--- src/rtl/dh_key_mod_cipher.sv ---
// Diffie-Hellman encrypt/verify stage: reduces exp mod p bit-serially, authenticates
// the peer tag against the derived key and emits the ciphertext on success.
module dh_key_mod_cipher #(
  parameter int DW = 32,
  parameter int EW = 64
) (
  input  logic          clk,
  input  logic          rst,
  input  logic          start,
  input  logic [EW-1:0] exp,
  input  logic [DW-1:0] p,
  input  logic [DW-1:0] r1,
  input  logic [DW-1:0] r2,
  input  logic [DW-1:0] c1,
  output logic          busy,
  output logic          done,
  output logic          true,
  output logic          err,
  output logic [DW-1:0] c2
);

  localparam int CW = (EW > 1) ? $clog2(EW) : 1;
  localparam logic [DW-1:0] C2_INIT = DW'(4'hF);

  typedef enum logic [1:0] {IDLE, REDUCE, CHECK, DONE} state_t;

  state_t        state;
  state_t        state_next;
  logic [EW-1:0] exp_q;
  logic [DW-1:0] p_q;
  logic [DW-1:0] r1_q;
  logic [DW-1:0] r2_q;
  logic [DW-1:0] c1_q;
  logic [DW:0]   rem;
  logic [CW-1:0] cnt;
  logic [DW:0]   t;
  logic [DW:0]   t_red;
  logic [DW-1:0] k;
  logic          accept;
  logic          pass;

  // Restoring reduction step: shift in the next exp bit, subtract p when it fits.
  always_comb begin
    accept = (state == IDLE) && start;
    t      = {rem[DW-1:0], exp_q[cnt]};
    t_red  = (t >= {1'b0, p_q}) ? (t - {1'b0, p_q}) : t;
    k      = rem[DW-1:0];
    pass   = ((k ^ c1_q) == r2_q);
  end

  always_ff @(posedge clk or negedge rst) begin
    if (!rst) state <= IDLE;
    else      state <= state_next;
  end

  always_comb begin
    state_next = state;
    busy       = 1'b0;
    done       = 1'b0;
    case (state)
      IDLE:   if (start) state_next = (p == '0) ? DONE : REDUCE;
      REDUCE: begin
        busy = 1'b1;
        if (cnt == '0) state_next = CHECK;
      end
      CHECK:  begin
        busy       = 1'b1;
        state_next = DONE;
      end
      DONE:   begin
        done       = 1'b1;
        state_next = IDLE;
      end
      default: state_next = IDLE;
    endcase
  end

  // Operand capture, remainder iteration and the held result registers.
  always_ff @(posedge clk or negedge rst) begin
    if (!rst) begin
      exp_q <= '0;
      p_q   <= '0;
      r1_q  <= '0;
      r2_q  <= '0;
      c1_q  <= '0;
      rem   <= '0;
      cnt   <= '0;
      true  <= 1'b0;
      err   <= 1'b0;
      c2    <= C2_INIT;
    end else if (accept) begin
      exp_q <= exp;
      p_q   <= p;
      r1_q  <= r1;
      r2_q  <= r2;
      c1_q  <= c1;
      rem   <= '0;
      cnt   <= CW'(EW - 1);
      true  <= 1'b0;
      err   <= (p == '0);
      c2    <= (p == '0) ? '0 : C2_INIT;
    end else if (state == REDUCE) begin
      rem <= t_red;
      if (cnt != '0) cnt <= cnt - 1'b1;
    end else if (state == CHECK) begin
      true <= pass;
      c2   <= pass ? (k ^ r1_q) : '0;
    end
  end

endmodule

--- config.mk ---
export PLATFORM = sky130hd
export DESIGN_NAME = dh_key_mod_cipher
export DESIGN_NICKNAME = d
export VERILOG_FILES = /design/src/rtl/dh_key_mod_cipher.sv
export SDC_FILE = /design/constraint.sdc
export NUM_CORES = 1
export LEC_CHECK = 0
export ABC_CLOCK_PERIOD_IN_PS = 5900
export BUFFER_PORTS_ARGS = -buffer_cell sky130_fd_sc_hd__clkbuf_2
export CORE_ASPECT_RATIO = 0.5
export CORE_MARGIN = 8
export CORE_UTILIZATION = 40
export CTS_CLUSTER_DIAMETER = 50
export DETAILED_ROUTE_END_ITERATION = 10
export PLACE_DENSITY = 0.56
export REMOVE_ABC_BUFFERS = 1
export SLEW_MARGIN = 30
export SYNTH_ARGS = -nofsm -noshare
export SYNTH_HDL_FRONTEND = slang
export SYNTH_SLANG_ARGS = --single-unit
--- constraint.sdc ---
create_clock -name clk -period 5.9 [get_ports clk]
set_clock_uncertainty 0.2 [all_clocks]
set_input_delay 0.885 -clock clk [delete_from_list [all_inputs] [get_ports clk]]
set_output_delay 0.885 -clock clk [all_outputs]
set_load 0.05 [all_outputs]
== Yosys cells after proc, flatten, opt, wreduce, memory -nomap -nowiden ==
Index checks and enable logic that the tools add are counted.
Widths: inputs -> output; s select.

* Input bits: 195
* Logic and storage cells: 58
* Flip-flop bits (word level): 266
* Output and inout port bits: 36

* Order comparisons: 2
* Multiplexer cells: 22
* Bitwise operators: 2
* Reductions and logical operators: 12
* Add/sub/neg operators: 2
* Equal/unequal tests: 7

{| class="wikitable"
|+ Operator list
! operator !! count
|-
| $mux 32 || 7
|-
| $xor 32x32->32 || 2
|-
| $ge 33x32->1 || 1
|-
| $eq 32x32->1 || 1
|-
| $logic_not 32->1 || 1
|-
| $sub 32x32->32 || 1
|-
| $mux 6 || 3
|-
| $pmux 2 s4 || 1
|-
| $lt 6x7->1 const B || 1
|-
| $bmux 1 s6 || 1
|-
| $logic_not 6->1 || 1
|-
| $mux 1 || 6
|-
| $mux 2 || 3
|-
| $ne 2x2->1 const B || 3
|-
| $reduce_and 2->1 || 3
|-
| $reduce_bool 2->1 || 3
|-
| $reduce_bool 6->1 || 1
|-
| $sub 6x1->6 const B || 1
|-
| $eq 2x2->1 const B || 2
|-
| $mux 4 || 1
|-
| $eq 2x1->1 const B || 1
|-
| $logic_not 2->1 || 1
|-
| $reduce_or 2->1 || 1
|-
| $logic_and 1x1->1 || 1
|}

== Depth between registers and ports, before layout ==
* Depth after elaboration: 6
* Depth in mapped cells: 18
* Depth with buffers taken out: 15

== Least setup slack after synthesis ==
No wires, ideal clock.

* Path kind: flip-flop to flip-flop
* Start: register cnt[0]
* End: register rem[0]
* Setup time: 0.078 ns
* Arrival time: 4.043 ns
* Stages on the path, launching flop included: 18
* Required time: 5.622 ns
* Period minus slack after synthesis: 4.320 ns
* Buffers on the path: 3
* Path slack: 1.580 ns
* Cells stage by stage: dfrtp_1 > buf_6 > buf_6 > mux4_2 > mux4_2 > mux4_2 > clkinv_1 > ha_1 > nor2b_1 > o31a_1 > o22ai_1 > o21ai_2 > o21ai_1 > and2_1 > o211a_1 > buf_2 > mux2_1 > a21oi_1

* Longest elaborated chain between the ends: 6
* Elaborated cells between the ends (all ways): 7
* Classes of those cells: 1 x add/sub; 1 x order compare; 5 x mux

{| class="wikitable"
|+ RTL lines
! item !! RTL line !! text
|-
| start, declared || 35 || <nowiki>logic [CW-1:0] cnt;</nowiki>
|-
| start signal, assigned || 98 || <nowiki>cnt <= CW'(EW - 1);</nowiki>
|-
| start signal, assigned || 104 || <nowiki>if (cnt != '0) cnt <= cnt - 1'b1;</nowiki>
|-
| $bmux 1 s6 * || 45 || <nowiki>t = {rem[DW-1:0], exp_q[cnt]};</nowiki>
|-
| $mux 1 (not written as such) * || 45 ||
|-
| $sub 32x32->32 / $ge 33x32->1 (equally long branches) || 46 || <nowiki>t_red = (t >= {1'b0, p_q}) ? (t - {1'b0, p_q}) : t;</nowiki>
|-
| $mux 32 * || 46 ||
|-
| $mux 32 * || 102 || <nowiki>end else if (state == REDUCE) begin</nowiki>
|-
| $mux 32 * || 91 || <nowiki>end else if (accept) begin</nowiki>
|-
| end signal, assigned || 103 || <nowiki>rem <= t_red;</nowiki>
|-
| end, declared || 34 || <nowiki>logic [DW:0] rem;</nowiki>
|}

Mark *: on every way between the ends. The rest lies on a longest branch, timed or not. The select of a mux whose other input is x is not followed.
A chain may end at the register's enable or synchronous reset.

== Worst setup path after layout ==
* Start: register cnt[0]
* End: register rem[18]

The elaborated chain is that of the path after synthesis.

==> metrics <==
CP max stage cell dfrtp_1; Crit path top cell by count mux4_2; metal3 WL ~1500 um; Reg2Reg Setup Slack around 660 ps; worst-skew pair later-pin latency between 500 and 600 ps; Synth Register Bits about 270; Worst Tran Pin Value 955 ps; Die Ht around 150 um; Routed WL roughly 38000 um; Total GRT Usage 0.179; Core Area 34100 um2; postcts setup bufs 0; Synth area leaders dfrtp_1 48%, nand2_1 17%, xnor2_1 6.4%, ha_1 3.6%, mux4_2 3.4%; first-pass GRT wire length ~60000 um; Fin. Hold Viols 0; Worst Path Max Fanout 15; first-pass detailed-route iteration total 5; Final Max Tran Viols 0; metal1 wirelength between 15000 and 20000 um; CTS tree done; FILL cells about 3400; Netlist Area Pre-Place approximately 14000 um2; vias in the first global route 11100; initial antenna violation count 0; final RePlAce weighted congestion 0.872; RSZ-0062 raised after global routing false; uppermost routed layer met4; synth cell count leaders 628 x nand2_1, 262 x dfrtp_1, 101 x xnor2_1, 73 x clkbuf_1, 69 x o21ai_0; Worst-path clk slew 60 ps; run status finished clean; share of cells above drive strength 1 0.184; vias per cell a little under 5; HPWL after DPL 26700 um; Worst R2R End rem[18]; # setup viols final 0; Remaining DRCs 0; crit path launch type flip-flop; average size of a mapped cell between 8 and 9 um2; CP required ~6000 ps; max-cap viol count 0; CP Data Arrival Time 5470 ps; Port Buf Inserts between 200 and 250; WL/cell around 17 um; # H-tree levels 1; final net count ~2000; ANT nets after route 0; P&R area growth vs syn 17.6%; cell row count between 40 and 50; Unique masters post-synth between 60 and 70; Die Width approximately 280 um; slowest cell delay on critical path 650 ps; Seq/Total Area, Yosys 0.485; Post-synth EDFFs 0; Synth top area share 0.478; Die ar. ~41000 um2; largest net degree at the start of global routing between 100 and 150; vias approximately 11000; Num CTS Buffers 27; CP endpoint kind flip-flop; WS Path Type reg -> reg; Max transition margin 0.361; Mapped Cells roughly 1600; Initial DRC Count 730; ANT cells 0; met2 wire len around 18000 um; hold slack final 22.5 ps; post-CTS sizing 0; Syn. warnings 0; global route overflow 0; area leader, netlist dfrtp_1; maximum vdd drop roughly 0.18 mV; Primary FF master, synth dfrtp_1; setup TNS 0 ps; reg2reg start cnt[0]; fin crit share 0.889; root buf cell clkbuf_16; Clock Tree Buf Depth 3; min Tclk post-route between 5000 and 6000 ps; fmax 191 MHz; total leakage power between 8 and 9 nW; post-cts hold buffer count 0; P per Cell Area between 200 and 250 nW/um2; initial core utilization 0.402; CP cell instances buf_4, mux4_2, mux4_2, mux4_2, clkinv_1, ha_1, nor2b_1, o31a_1, o22ai_1, o21ai_2, o21ai_1, and2_1, o211a_1, buf_4, nand4_1, o311ai_1; most common cell in the netlist nand2_1; Worst Hold Class in -> async; # IOs 231; dpl cell area about 15000 um2; R2R depth 16; cell area after layout approximately 16000 um2; clock tree sinks ~270; ys async rst share 1.00
==> report_power, final <==
group	internal, W	switching [W]	leakage [nW]
logic	0.0000514	0.0000643	4.36
registers	0.00182	0	3.52
clock network	0.000970	0.000740	0.436
total	0.00284	0.000805	8.32
==> metrics by stage <==
stage	util	total power, W	setup WS [ps]	std cells
finish	0.473	0.00365	658	2217
global route	0.473	0.00380	342	2217
CTS	0.472	0.00372	649	2216
detailed placement	0.447	0.00198	676	2167
global placement	0.447	0.00198	816	2167
floorplan	-	0.00186	-0.995	1475
==> per-layer routing <==
metal | track usage | vias to the layer above
li1 | - | 5543
met1 | 0.245 | 5261
met2 | 0.298 | 164
met3 | 0.0318 | 47
met4 | 0.0374 | 0
met5 | 0 | -
==> sequential cells by signal, indices dropped and copies added (netlist names) <==
name and flops:
cnt 6, p_q 32, true 1, r1_q 32, exp_q 64, r2_q 32, c1_q 32, state 2
err 1, c2 32, rem 32
==> worst max-delay path: cells and delay by family, from the launching register on <==
kind            cells  cell delay (ps)
simple gates        3              400
buf+inv             3              710
fa+ha+maj           1              150
flops               1              650
mux                 3             1500
compound gates      6             1520
==> placed cells by master, fill, tap and decap left out, drive strengths merged, types with 11 or more instances in the layout <==
cell and n:
nor4 16, nand4 12, mux4 21, xor2 18
a21oi 35, xnor2 101, nor2 32, clkbuf 263
nand2 628, inv 46, a31oi 28, nand3 11
buf 14, clkinv 11, o31ai 32, ha 40
dfrtp 262, o21ai 81
==> cell families after synthesis <==
logic type | after synthesis | synth area share
AOI/OAI and AO/OA | 233 | 0.107
adders and majority gates | 41 | 0.0379
buffers and inverters | 129 | 0.0369
xor gates and xnor gates | 119 | 0.0759
DFF | 266 | 0.485
and+or+nand+nor | 746 | 0.219
muxes | 25 | 0.0375
==> worst max-delay path by stage <==
| stage | startpoint | to | slack, ps |
|---|---|---|---|
| after floorplan | start | c2[10] | -1 |
| after global placement | cnt[0] | rem[15] | 820 |
| after detailed placement | cnt[0] | rem[18] | 680 |
| after CTS | cnt[0] | rem[18] | 650 |
| after global routing | cnt[0] | rem[30] | 340 |
| final | cnt[0] | rem[18] | 660 |
==> final cells by class <==
class | count | area, um2 | area share
flip-flops and latches | 266 | 6660 | 0.413
clock inverters | 15 | 139 | 0.00860
inverters | 45 | 169 | 0.0105
repair buffers | 243 | 1300 | 0.0807
clock buffers | 34 | 732 | 0.0453
multi-input cells | 1164 | 6580 | 0.407
well taps | 450 | 563 | 0.0349
Note: power is estimated with default switching activity, not from simulation.
